**config.mk**
```make
export PLATFORM = sky130hd
export DESIGN_NAME = dm_access_ctrl_flat
export DESIGN_NICKNAME = d
export VERILOG_FILES = /design/src/rtl/dm_access_pkg.sv /design/src/rtl/dm_access_if.sv /design/src/rtl/dm_load_extend.sv /design/src/rtl/dm_access_ctrl.sv /design/src/flat_wrapper.sv
export SDC_FILE = /design/constraint.sdc
export NUM_CORES = 1
export LEC_CHECK = 0
export CAP_MARGIN = 40
export CORE_MARGIN = 4
export CORE_UTILIZATION = 40
export CTS_BUF_LIST = sky130_fd_sc_hd__clkbuf_2 sky130_fd_sc_hd__clkbuf_4 sky130_fd_sc_hd__clkbuf_8
export DETAILED_ROUTE_END_ITERATION = 10
export HOLD_SLACK_MARGIN = 0.06
export PLACE_DENSITY = 0.81
export SYNTH_ARGS = -nofsm -noshare
export SYNTH_HDL_FRONTEND = slang
export SYNTH_SLANG_ARGS = --single-unit
```
**constraint.sdc**
```tcl
create_clock -name clk -period 2.5 [get_ports clk]
set_clock_uncertainty 0.1 [all_clocks]
set_input_delay 0.25 -clock clk [delete_from_list [all_inputs] [get_ports clk]]
set_output_delay 0.25 -clock clk [all_outputs]
set_load 0.1 [all_outputs]
```
**src/rtl/dm_access_pkg.sv**
```systemverilog
// dm_access_pkg: shared definitions for the data-memory access controller.
//   - load/store op encodings carried on req_op
//   - FSM state enum
//   - merge_store(): builds the word written back by a sub-word store
package dm_access_pkg;

  localparam logic [2:0] OP_WORD = 3'b000;
  localparam logic [2:0] OP_LB   = 3'b001;
  localparam logic [2:0] OP_LBU  = 3'b010;
  localparam logic [2:0] OP_LH   = 3'b011;
  localparam logic [2:0] OP_LHU  = 3'b100;

  typedef enum logic [1:0] {
    ST_IDLE  = 2'd0,
    ST_LOAD  = 2'd1,
    ST_MERGE = 2'd2,
    ST_DONE  = 2'd3
  } state_t;

  function automatic logic is_byte(input logic [2:0] op);
    return (op == OP_LB) || (op == OP_LBU);
  endfunction

  function automatic logic is_half(input logic [2:0] op);
    return (op == OP_LH) || (op == OP_LHU);
  endfunction

  // Replace the addressed byte/halfword of old_word with the low bits of wdata.
  // Word ops (or anything else) return old_word untouched.
  function automatic logic [31:0] merge_store(input logic [31:0] old_word,
                                              input logic [31:0] wdata,
                                              input logic [1:0]  off,
                                              input logic [2:0]  op);
    logic [31:0] w;
    w = old_word;
    if (is_byte(op)) begin
      case (off)
        2'd0:    w[7:0]   = wdata[7:0];
        2'd1:    w[15:8]  = wdata[7:0];
        2'd2:    w[23:16] = wdata[7:0];
        default: w[31:24] = wdata[7:0];
      endcase
    end else if (is_half(op)) begin
      if (off[1]) w[31:16] = wdata[15:0];
      else        w[15:0]  = wdata[15:0];
    end
    return w;
  endfunction

endpackage

```
**src/rtl/dm_access_if.sv**
```systemverilog
// Bus bundles for dm_access_ctrl.
//   dm_req_if : CPU memory-stage request/response handshake
//               master = requester (CPU), slave = controller
//   dm_mem_if : single-port synchronous-read data memory
//               master = controller, slave = memory
interface dm_req_if;
  logic        req_valid;
  logic        req_ready;
  logic        req_we;
  logic [2:0]  req_op;
  logic [31:0] req_addr;
  logic [31:0] req_wdata;
  logic        resp_valid;
  logic        resp_err;
  logic [31:0] resp_rdata;

  modport master (
    output req_valid, req_we, req_op, req_addr, req_wdata,
    input  req_ready, resp_valid, resp_err, resp_rdata
  );

  modport slave (
    input  req_valid, req_we, req_op, req_addr, req_wdata,
    output req_ready, resp_valid, resp_err, resp_rdata
  );
endinterface

interface dm_mem_if #(
  parameter int ADDR_W = 12
);
  logic              mem_en;
  logic              mem_we;
  logic [ADDR_W-1:0] mem_addr;
  logic [31:0]       mem_wdata;
  logic [31:0]       mem_rdata;

  modport master (
    output mem_en, mem_we, mem_addr, mem_wdata,
    input  mem_rdata
  );

  modport slave (
    input  mem_en, mem_we, mem_addr, mem_wdata,
    output mem_rdata
  );
endinterface

```
**src/rtl/dm_load_extend.sv**
```systemverilog
// dm_load_extend: combinational lane select and sign/zero extension for loads.
//   addr_lo : byte offset within the word
//   op      : load op (word / byte s/u / half s/u)
//   word    : raw memory word
//   data    : right-aligned, extended load result
module dm_load_extend
  import dm_access_pkg::*;
(
  input  logic [1:0]  addr_lo,
  input  logic [2:0]  op,
  input  logic [31:0] word,
  output logic [31:0] data
);

  logic [7:0]  byte_sel;
  logic [15:0] half_sel;

  always_comb begin
    case (addr_lo)
      2'd0:    byte_sel = word[7:0];
      2'd1:    byte_sel = word[15:8];
      2'd2:    byte_sel = word[23:16];
      default: byte_sel = word[31:24];
    endcase
    half_sel = addr_lo[1] ? word[31:16] : word[15:0];

    case (op)
      OP_LB:   data = {{24{byte_sel[7]}}, byte_sel};
      OP_LBU:  data = {24'h0, byte_sel};
      OP_LH:   data = {{16{half_sel[15]}}, half_sel};
      OP_LHU:  data = {16'h0, half_sel};
      default: data = word;
    endcase
  end

endmodule

```
**src/rtl/dm_access_ctrl.sv**
```systemverilog
// dm_access_ctrl: sequencer between the CPU memory stage and a word-wide,
// synchronous-read data memory without byte enables. One request in flight;
// sub-word stores are done as read-modify-write; misaligned/illegal requests
// respond with an error and never touch memory.
//   clk, rst : clock, synchronous active-high reset
//   req      : dm_req_if.slave  (valid/ready request, one-cycle response pulse)
//   mem      : dm_mem_if.master (mem_rdata valid the cycle after a read strobe)
//
//   state    | meaning
//   ---------+------------------------------------------------
//   ST_IDLE  | ready; accepts and issues the first memory access
//   ST_LOAD  | read data returning, load response this cycle
//   ST_MERGE | RMW write of the merged word
//   ST_DONE  | store or error response
module dm_access_ctrl
  import dm_access_pkg::*;
#(
  parameter int ADDR_W = 12
) (
  input  logic     clk,
  input  logic     rst,
  dm_req_if.slave  req,
  dm_mem_if.master mem
);

  state_t            state;
  logic [2:0]        op_q;
  logic [1:0]        off_q;
  logic [ADDR_W-1:0] waddr_q;
  logic [31:0]       wdata_q;
  logic              err_q;

  logic              ready;
  logic              accept;
  logic              req_err;
  logic              word_store;
  logic              in_merge;
  logic [31:0]       load_data;

  assign ready      = (state == ST_IDLE) && !rst;
  assign accept     = req.req_valid && ready;
  assign req_err    = (req.req_op > OP_LHU)
                   || (is_half(req.req_op) && req.req_addr[0])
                   || ((req.req_op == OP_WORD) && (req.req_addr[1:0] != 2'b00));
  assign word_store = req.req_we && (req.req_op == OP_WORD);
  assign in_merge   = (state == ST_MERGE) && !rst;

  always_ff @(posedge clk) begin
    if (rst) begin
      state   <= ST_IDLE;
      op_q    <= OP_WORD;
      off_q   <= 2'b00;
      waddr_q <= '0;
      wdata_q <= 32'h0;
      err_q   <= 1'b0;
    end else begin
      case (state)
        ST_IDLE: begin
          if (accept) begin
            op_q    <= req.req_op;
            off_q   <= req.req_addr[1:0];
            waddr_q <= req.req_addr[ADDR_W+1:2];
            wdata_q <= req.req_wdata;
            err_q   <= req_err;
            if (req_err || word_store) state <= ST_DONE;
            else if (req.req_we)       state <= ST_MERGE;
            else                       state <= ST_LOAD;
          end
        end
        ST_LOAD:  state <= ST_IDLE;
        ST_MERGE: state <= ST_DONE;
        default:  state <= ST_IDLE;
      endcase
    end
  end

  dm_load_extend u_load_extend (
    .addr_lo (off_q),
    .op      (op_q),
    .word    (mem.mem_rdata),
    .data    (load_data)
  );

  // Strobes in the accept cycle come straight from the request so the first
  // access costs no extra cycle; later ones use the latched copy.
  always_comb begin
    mem.mem_en    = 1'b0;
    mem.mem_we    = 1'b0;
    mem.mem_addr  = '0;
    mem.mem_wdata = 32'h0;
    if (accept) begin
      mem.mem_addr = req.req_addr[ADDR_W+1:2];
      if (!req_err) begin
        mem.mem_en = 1'b1;
        if (word_store) begin
          mem.mem_we    = 1'b1;
          mem.mem_wdata = req.req_wdata;
        end
      end
    end else if (!rst) begin
      mem.mem_addr = waddr_q;
      if (in_merge) begin
        mem.mem_en    = 1'b1;
        mem.mem_we    = 1'b1;
        mem.mem_wdata = merge_store(mem.mem_rdata, wdata_q, off_q, op_q);
      end
    end
  end

  assign req.req_ready  = ready;
  assign req.resp_valid = ((state == ST_LOAD) || (state == ST_DONE)) && !rst;
  assign req.resp_err   = (state == ST_DONE) && err_q && !rst;
  assign req.resp_rdata = ((state == ST_LOAD) && !rst) ? load_data : 32'h0;

endmodule

```
**src/flat_wrapper.sv**
```systemverilog
// flat-port wrapper written by rule: the top's interface ports become plain ports
module dm_access_ctrl_flat import dm_access_pkg::*;
#(
  parameter int ADDR_W = 12
)
  (clk, rst, req_req_valid, req_req_we, req_req_op, req_req_addr, req_req_wdata, req_req_ready, req_resp_valid, req_resp_err, req_resp_rdata, mem_mem_en, mem_mem_we, mem_mem_addr, mem_mem_wdata, mem_mem_rdata);
  dm_req_if req_i ();
  dm_mem_if #(.ADDR_W(ADDR_W)) mem_i ();
  input  logic clk;
  input  logic rst;
  input wire logic [$bits(req_i.req_valid)-1:0] req_req_valid;
  input wire logic [$bits(req_i.req_we)-1:0] req_req_we;
  input wire logic [$bits(req_i.req_op)-1:0] req_req_op;
  input wire logic [$bits(req_i.req_addr)-1:0] req_req_addr;
  input wire logic [$bits(req_i.req_wdata)-1:0] req_req_wdata;
  output wire logic [$bits(req_i.req_ready)-1:0] req_req_ready;
  output wire logic [$bits(req_i.resp_valid)-1:0] req_resp_valid;
  output wire logic [$bits(req_i.resp_err)-1:0] req_resp_err;
  output wire logic [$bits(req_i.resp_rdata)-1:0] req_resp_rdata;
  output wire logic [$bits(mem_i.mem_en)-1:0] mem_mem_en;
  output wire logic [$bits(mem_i.mem_we)-1:0] mem_mem_we;
  output wire logic [$bits(mem_i.mem_addr)-1:0] mem_mem_addr;
  output wire logic [$bits(mem_i.mem_wdata)-1:0] mem_mem_wdata;
  input wire logic [$bits(mem_i.mem_rdata)-1:0] mem_mem_rdata;
  assign req_i.req_valid = req_req_valid;
  assign req_i.req_we = req_req_we;
  assign req_i.req_op = req_req_op;
  assign req_i.req_addr = req_req_addr;
  assign req_i.req_wdata = req_req_wdata;
  assign req_req_ready = req_i.req_ready;
  assign req_resp_valid = req_i.resp_valid;
  assign req_resp_err = req_i.resp_err;
  assign req_resp_rdata = req_i.resp_rdata;
  assign mem_mem_en = mem_i.mem_en;
  assign mem_mem_we = mem_i.mem_we;
  assign mem_mem_addr = mem_i.mem_addr;
  assign mem_mem_wdata = mem_i.mem_wdata;
  assign mem_i.mem_rdata = mem_mem_rdata;
  dm_access_ctrl #(.ADDR_W(ADDR_W)) u_core (.clk(clk), .rst(rst), .req(req_i), .mem(mem_i));
endmodule
```
==> qor.csv, run 1 <==
metric,value,unit
status,aborted with a tool error,
haltStage,global routing (5_1_grt),
tool.error,[ERROR DPL-0033] detailed placement checks failed during check placement.,
cts.sinks,36,
portBuffers,165,
clock_path_buffers,2,
synthArstFlopShare,0,%
ys_types,46,
gp_congestion,0.8866,
postGrtWorstEndpoint,mem_mem_wdata[8],
antenna_found_initial,2,
initial_core_util,41.59,%
synth_edf_count,0,
h-tree-depth,2,
synth_seq_cells,36,
cts_root_buf,clkbuf_8,
syn-num-nets,529,
worstEpCategory,top-level output,
synth.avg_cell_area,7.622,sq um
dpl.hpwl,12.69,mm
pin_count,184,
synth_top_cells_by_area,"dfxtp_1 22%, mux2i_1 15%, nand2_1 9.8%",
synth_top_cell_by_area,dfxtp_1,
placed_cell_area,6784,sq um
syn_area,3247,sq um
synth_top_area_share,22.20,%
dominantRegCellSynth,dfxtp_1,
synth_cells,426,
yosysSeqAreaShare,22.20,%
die_height,98.10,um
rows,32,
cts_made_buffers,5,
fp.dieW,98.10,um
grt_max_degree,37,
ys_warn_count,0,
-- cells by family after synthesis --
group,Yosys count,share of synthesized area (%)
AND/OR/NAND/NOR,189,26.90
AO/OA/AOI/OAI,107,24.16
multiplexers,57,20.77
flip-flops,36,22.20
buffers and inverters,36,5.703
XOR/XNOR,1,0.2698
-- timing repair --
item	CTS
cloned	1
pin swaps	8
resized for setup	34
hold buffers	0
buffers inserted	10
setup endpoints to repair	63
-- synthesized netlist by cell type (3+ instances only) --
cell,n
nor2_1,52
o21ai_0,4
buf_4,3
dfxtp_1,36
a211oi_1,4
buf_1,3
o2bb2ai_1,16
a221oi_1,7
buf_2,19
nor3_1,3
a221o_1,7
a21oi_1,27
clkbuf_1,9
nand2b_1,7
nand3b_1,14
o22ai_1,16
nor2b_1,13
a21o_1,16
nand2_1,85
mux2i_1,48
mux4_2,8
-- metrics by stage --
stage / hold WS, ps / setup slack (ps) / cells
floorplan: 253.7 / -262.7 / 426
detailed placement: 383.8 / -101.7 / 695
global placement: 364.8 / -45.10 / 694
CTS: 392.4 / -35.98 / 713
==> run 2: changes to the inputs <==
--- a/config.mk
+++ b/config.mk
@@ -7,11 +7,9 @@
 export LEC_CHECK = 0
 export CAP_MARGIN = 40
 export CORE_MARGIN = 4
-export CORE_UTILIZATION = 40
-export CTS_BUF_LIST = sky130_fd_sc_hd__clkbuf_2 sky130_fd_sc_hd__clkbuf_4 sky130_fd_sc_hd__clkbuf_8
+export CORE_UTILIZATION = 39
 export DETAILED_ROUTE_END_ITERATION = 10
-export HOLD_SLACK_MARGIN = 0.06
-export PLACE_DENSITY = 0.81
+export PLACE_DENSITY_LB_ADDON = 0.15
 export SYNTH_ARGS = -nofsm -noshare
 export SYNTH_HDL_FRONTEND = slang
 export SYNTH_SLANG_ARGS = --single-unit
==> qor.csv, run 2 <==
metric,value,unit
total_power,2.625,mW
ant_nets,0,
yosysSeqAreaShare,22.20,%
cp-startpoint,u_core.op_q[2]$_SDFFE_PP0P_,
drc,0,
final_nets,717,
drt_iter0_markers,303,
antenna_found_initial,0,
regMostFlops,u_core.wdata_q,
syn-num-nets,529,
swShare,43.46,%
worst_hold_slack,379.2,ps
ys_warn_count,0,
top_regs,"u_core.wdata_q (16), u_core.waddr_q (12), u_core.op_q (3)",
period_needed,2525,ps
placed_cells,701,
r2r_cells,6,
synth_top_cell_by_area,dfxtp_1,
drv_cap,0,
num_antenna_cells,0,
dominantRegCellSynth,dfxtp_1,
fp.dieW,99.25,um
p_leak,2.907,nW
grt_pass1_wl,22.71,mm
cp.required,2150,ps
worstSetupEndpoint,mem_mem_wdata[8],
fin_ws,-24.88,ps
cp-end-kind,output port,
rsz0062_at_grt,true,
status,finished with violations,
regToRegSetupSlack,770,ps
via_per_inst,5.969,
post-route-period-util,101.0,%
min_path_cells,2,
path_class,flop to output port,
rows,33,
clk_pin_slew_worst_paths,70,ps
portBuffers,165,
cts_made_buffers,5,
gp_congestion,0.9122,
syn_to_final_growth,126.4,%
synth_seq_cells,36,
r2r_start,u_core.state[1]$_SDFFE_PP0P_,
fin_cells,719,
wl_per_cell,22.05,um
hp-class,flop to flop,
core,8175,sq um
failed_checks,setup timing,
final_cell_mix,"88 x buf_12, 82 x clkdlybuf4s50_1, 69 x nand2_1",
dr.pass1.iters,5,
h-tree-depth,2,
internal-power,1.484,mW
final_hold_viol_count,0,
synth.avg_cell_area,7.622,sq um
die_height,99.25,um
grt_pass1_vias,4253,
clock_path_buffers,2,
die_area,9850,sq um
min_from,u_core.wdata_q[12]$_SDFFE_PP0P_,
peakVddDrop,0.5172,mV
initial_core_util,39.72,%
path_max_fanout,15,
cp-start-kind,flop,
p_seq_share,24.7,%
yosysMostFrequentCell,nand2_1,
synth_cells,426,
syn_area,3247,sq um
finalMaxSlewViolations,0,
synth_top_cells_by_area,"dfxtp_1 22%, mux2i_1 15%, nand2_1 9.8%",
tritoncts,done,
cp.arrival,2170,ps
drt-total-wl,15.86,mm
dpl.hpwl,11.62,mm
grt_remaining_overflow,0,
vias,4292,
cts.sinks,36,
p_per_area,357.0,nW/um^2
tns,-119.5,ps
pin_count,184,
final_common_cell,buf_12,
synthArstFlopShare,0,%
cts_root_buf,clkbuf_8,
p_comb_share,58.3,%
final_core_util,89.91,%
switchingPower,1.141,mW
drive_above_1_share,45.28,%
tightestPinTransition,463.7,ps
clk_latency,290,ps
synth_top_area_share,22.20,%
slew_headroom,68.97,%
ys_types,46,
clockPowerShare,17.0,%
cts_hold_buf,0,
largest_reg_flops,16,
reg2reg_to,u_core.wdata_q[4]$_SDFFE_PP0P_,
synth_edf_count,0,
grt_max_degree,37,
track_usage,29.04,%
fmax,396.1,MHz
synth_common_cells,"85 x nand2_1, 52 x nor2_1, 48 x mux2i_1, 36 x dfxtp_1, 27 x a21oi_1",
finalSetupViolCount,6,
-- run 2: cell families (layout without fill, tap and decap cells) --
kind of cell	count (synthesis)	count (layout)	share of synthesized area, %
compound gates	107	108	24.16
buf+inv	36	223	5.703
simple gates	189	189	26.90
xor+xnor	1	1	0.2698
mux	57	57	20.77
flops	36	36	22.20
-- run 2: metal layers --
layer | track usage (%) | wire length [um] | vias to the layer above
met2 | 49.90 | 7974 | 247
met5 | 0 | 0 | -
met1 | 34.85 | 5913 | 2072
li1 | - | - | 1921
met4 | 10.61 | 605 | 0
met3 | 7.574 | 1362 | 52
-- run 2: worst max-delay path, stage by stage, from the launching register on --
cell      delay, ps
dfxtp_1         320
buf_6           160
nand3b_1        210
buf_4           180
a21oi_4         160
buf_12          150
mux2i_1         210
o22ai_1         110
a21o_2          210
buf_12          160
-- run 2: repair_timing --
action                     CTS  global route
pin swaps                    3             6
setup endpoints to repair   60            62
gates cloned                 1             1
buffers inserted             7             2
gates resized for setup     25            45
-- run 2: worst min path at each step --
stage	end	slack, ps
after floorplan	u_core.state[0]$_SDFFE_PP0P_	250
after global placement	u_core.wdata_q[13]$_SDFFE_PP0P_	360
after detailed placement	u_core.wdata_q[12]$_SDFFE_PP0P_	370
after CTS	u_core.wdata_q[12]$_SDFFE_PP0P_	380
after global routing	u_core.wdata_q[12]$_SDFFE_PP0P_	390
final	u_core.wdata_q[12]$_SDFFE_PP0P_	380
-- run 2: cell type report --
cell class | instances | area (sq um)
fill | 341 | 824.5
sequential | 36 | 730.7
multi-input combinational | 355 | 3413
tap | 105 | 131.4
clock buffer | 7 | 96.34
timing repair buffer | 216 | 2979
-- run 2: power by group through the flow --
stage	Clock, mW	Sequential, mW	Combinational, mW
4_1_cts	0.450	0.642	1.46
5_1_grt	0.472	0.652	1.58
6_report	0.446	0.649	1.53
3_5_place_dp	0	0.654	1.42
3_3_place_gp	0	0.651	1.40
2_1_floorplan	0	0.639	0.856
-- run 2: through the flow --
step	setup WS [ps]	area (sq um)
after floorplan	-262.7	4080
after global placement	-107.2	6802
after detailed placement	-164.7	6809
after CTS	0.7208	7083
after global routing	-102.2	7351
final	-24.88	7351
Power figures use the tool's default switching activity.
==> run 3: changes to the inputs <==
--- a/config.mk
+++ b/config.mk
@@ -7,7 +7,7 @@
 export LEC_CHECK = 0
 export CAP_MARGIN = 40
 export CORE_MARGIN = 4
-export CORE_UTILIZATION = 39
+export CORE_UTILIZATION = 35
 export DETAILED_ROUTE_END_ITERATION = 10
 export PLACE_DENSITY_LB_ADDON = 0.15
 export SYNTH_ARGS = -nofsm -noshare
==> constraint.sdc (replaced) <==
create_clock -name clk -period 2.07 [get_ports clk]
set_clock_uncertainty 0.1 [all_clocks]
set_input_delay 0.207 -clock clk [delete_from_list [all_inputs] [get_ports clk]]
set_output_delay 0.207 -clock clk [all_outputs]
set_load 0.1 [all_outputs]
==> qor.csv, run 3 <==
metric,value,unit
status,aborted with a tool error,
haltStage,global routing (5_1_grt),
tool.error,[ERROR DPL-0033] detailed placement checks failed during check placement.,
yosysMostFrequentCell,nand2_1,
synth_seq_cells,36,
synth_cells,426,
antenna_found_initial,0,
postGrtWorstEndpoint,mem_mem_wdata[8],
fp.dieW,104.3,um
ys_warn_count,0,
rows,34,
synth.avg_cell_area,7.622,sq um
worstEpCategory,top-level output,
synth_common_cells,"85 x nand2_1, 52 x nor2_1, 48 x mux2i_1, 36 x dfxtp_1, 27 x a21oi_1",
cts_made_buffers,5,
dominantRegCellSynth,dfxtp_1,
synth_edf_count,0,
dpl.hpwl,13.05,mm
cts_hold_buf,0,
synth_top_cells_by_area,"dfxtp_1 22%, mux2i_1 15%, nand2_1 9.8%",
clock_path_buffers,2,
grt_max_degree,22,
syn-num-nets,529,
cts_root_buf,clkbuf_8,
die_height,104.3,um
cts.sinks,36,
gp_congestion,0.8865,
synthArstFlopShare,0,%
h-tree-depth,2,
portBuffers,165,
pin_count,184,
initial_core_util,36.52,%
synth_top_cell_by_area,dfxtp_1,
synth_top_area_share,22.20,%
yosysSeqAreaShare,22.20,%
ys_types,46,
syn_area,3247,sq um
-- run 3: cell counts after synthesis --
No cell type changed its count.
-- run 3: stage by stage --
stage	worst slack (ps)	cells	cell area (sq um)	hold WS (ps)	utilization [%]
3_5_place_dp	-529.2	776	7461	371.2	83.91
4_1_cts	-409.8	798	8055	380.7	90.60
2_1_floorplan	-648.9	426	4155	210.7	-
3_3_place_gp	-443.4	775	7450	366.5	83.79
-- run 3: repair_timing --
| action | in CTS |
|---|---|
| gates resized for setup | 80 |
| buffers inserted | 12 |
| gates cloned | 2 |
| endpoints found under the hold margin | 0 |
| endpoints found under the setup margin | 78 |
| pin swaps | 18 |
-- run 3: cell families after synthesis --
group           after synthesis  synth area share (%)
simple gates                189                 26.90
compound gates              107                 24.16
mux                          57                 20.77
flops                        36                 22.20
buf+inv                      36                 5.703
xor+xnor                      1                0.2698
==> RTL change (flow settings as in run 2) <==
Put a register stage on the output `req.resp_err`, without a reset. The value now appears one clock later.
--- a/src/rtl/dm_access_ctrl.sv
+++ b/src/rtl/dm_access_ctrl.sv
@@ -111,3 +111,5 @@
   assign req.resp_valid = ((state == ST_LOAD) || (state == ST_DONE)) && !rst;
-  assign req.resp_err   = (state == ST_DONE) && err_q && !rst;
+  always_ff @(posedge clk) begin
+    req.resp_err <= (state == ST_DONE) && err_q && !rst;
+  end
   assign req.resp_rdata = ((state == ST_LOAD) && !rst) ? load_data : 32'h0;
Function: changed (a bounded check fails within 4 cycles, from zero or initial values and one cycle with rst high).
==> RTL change against run 2 <==
  * The run still ends with negative setup slack left
  * Routed wire length increased by 13%
  * Cell area increased by 0.54%
  * Area after synthesis increased by 0.62%
  * Worst setup slack got worse by 0.17 ns
  * Sequential cell count increased by 1
  * Critical path depth decreased by 1
  * Fmax decreased by 6.3%
  * Utilization increased by 0.49 points
  * Sequential power increased by 3%
  * Total power increased by 2.1%
  * Worst hold slack improved by 0.040 ns
  * Largest cell class unchanged
  * Highest routed layer unchanged
==> RTL change: results (changes against run 2) <==
Run status
  – Status: complete, but fails checks (unchanged)
  – Failing checks: negative setup slack (unchanged)

Place
  – Placed instance area: 6900 µm² (was 6810 µm²)
  – Detailed placement HPWL: 12100 µm (was 11600 µm)
  – Cell total after placement: 709 (was 701)
  – Gpl congestion: 0.934 (was 0.912)
  – Dpl ws: -0.126 ns (was -0.165 ns)

Worst setup path
  – Worst R2R End: u_core.wdata_q[5] (was u_core.wdata_q[4])
  – Worst R2R Setup Slack: 0.59 ns (was 0.77 ns)
  – Crit path arrival time: 2.34 ns (was 2.17 ns)
  – CP max FO: 15 (unchanged)
  – Delay-heaviest family, CP: compound AO/OA/AOI/OAI gates (was buffers and inverters)
  – End of the critical path: mem_mem_wdata[27] (was mem_mem_wdata[8])
  – CP max stage cell: dfxtp_2 (was dfxtp_1)

Synth
  – Most common cell in the synthesized netlist: nand2_1 (unchanged)
  – Post-Syn Nets: 530 (was 529)
  – Synth async-reset ratio: 0% (unchanged)
  – Synth top area cells: dfxtp_1 (23%), mux2i_1 (15%), nand2_1 (9.8%) (was dfxtp_1 (22%), mux2i_1 (15%), nand2_1 (9.8%))
  – Commonest cells post-synth: nand2_1 (85), nor2_1 (52), mux2i_1 (48), dfxtp_1 (37), a21oi_1 (27) (was nand2_1 (85), nor2_1 (52), mux2i_1 (48), dfxtp_1 (36), a21oi_1 (27))
  – Mapped Cells: 427 (was 426)

Global route
  – First-pass GRT wire length: 24600 µm (was 22700 µm)
  – Global-route usage over all layers: 31.3% (was 29.0%)
  – Global Route met3 Usage: 6.38% (was 7.57%)
  – Met2 Use GR: 55.1% (was 49.9%)
  – Grt met1 use: 37.9% (was 34.8%)

Route
  – DR vias: 4595 (was 4292)
  – Vias per cell: 6.29 (was 5.97)
  – Post-Route WL: 17900 µm (was 15900 µm)

Final layout
  – Final Util: 90.4% (was 89.9%)
  – Nets: 727 (was 717)
  – Fillers: 322 (was 341)

STA
  – Slew @ Worst Pin: 0.495 ns (was 0.464 ns)
  – Final setup TNS: -1.93 ns (was -0.119 ns)
  – Setup ws final: -0.194 ns (was -0.0249 ns)
  – Final setup viols: 46 (was 6)

Power and ir drop
  – P_leak: 2.94 nW (was 2.91 nW)
  – Psw: 1.20 mW (was 1.14 mW)
  – Max VDD drop: 0.524 mV (was 0.517 mV)

Clocking
  – CTS Buffer Depth: 2 (unchanged)
-- RTL change: worst min-delay path, cell delays in order (launching register included) --
cell and delay [ns]:
dfxtp_1 0.35, nand2_1 0.07, a21oi_1 0.06
-- RTL change: layer usage --
layer	vias up	wire, µm
met5	-	0
met4	0	847
met3	71	1620
met2	351	8950
met1	2240	6480
li1	1933	-
-- RTL change: power by group through the flow --
stage / Sequential [mW] / Clock, mW / Combinational [mW]
after CTS: 0.658 / 0.458 / 1.48
final: 0.668 / 0.469 / 1.54
after global routing: 0.669 / 0.487 / 1.58
after global placement: 0.667 / 0 / 1.40
after floorplan: 0.656 / 0 / 0.855
after detailed placement: 0.671 / 0 / 1.44
-- RTL change: kinds of logic after synthesis --
| family | after synthesis | share of synthesized area [%] |
|---|---|---|
| flops | 37 | 22.7 |
| mux | 57 | 20.6 |
| buf+inv | 36 | 5.67 |
| simple gates | 189 | 26.7 |
| xor+xnor | 1 | 0.268 |
| compound gates | 107 | 24.0 |
-- RTL change: worst min-delay path by stage --
stage / depth (start not counted) / to / from / slack (ns)
global route: 2 / u_core.wdata_q[10] / u_core.wdata_q[10] / 0.44
finish: 2 / u_core.wdata_q[11] / u_core.wdata_q[11] / 0.42
detailed placement: 2 / u_core.wdata_q[11] / u_core.wdata_q[11] / 0.37
floorplan: 1 / u_core.state[0] / req_req_we / 0.25
global placement: 2 / u_core.wdata_q[13] / u_core.wdata_q[13] / 0.36
CTS: 2 / u_core.wdata_q[11] / u_core.wdata_q[11] / 0.38
-- RTL change: repair_timing --
item / 4_1_cts / 5_1_grt
buffers inserted: 9 / 4
endpoints found under the hold margin: 0 / 0
gates resized for setup: 22 / 45
setup endpoints to repair: 66 / 61
cloned: 2 / 0
pin swaps: 5 / 12
-- RTL change: final cells by class --
cell class | instances | area share [%]
clock inverter | 2 | 0.186
multi-input combinational | 354 | 44.9
sequential | 37 | 10.2
clock buffer | 6 | 1.12
tap | 105 | 1.78
timing repair buffer | 226 | 41.8
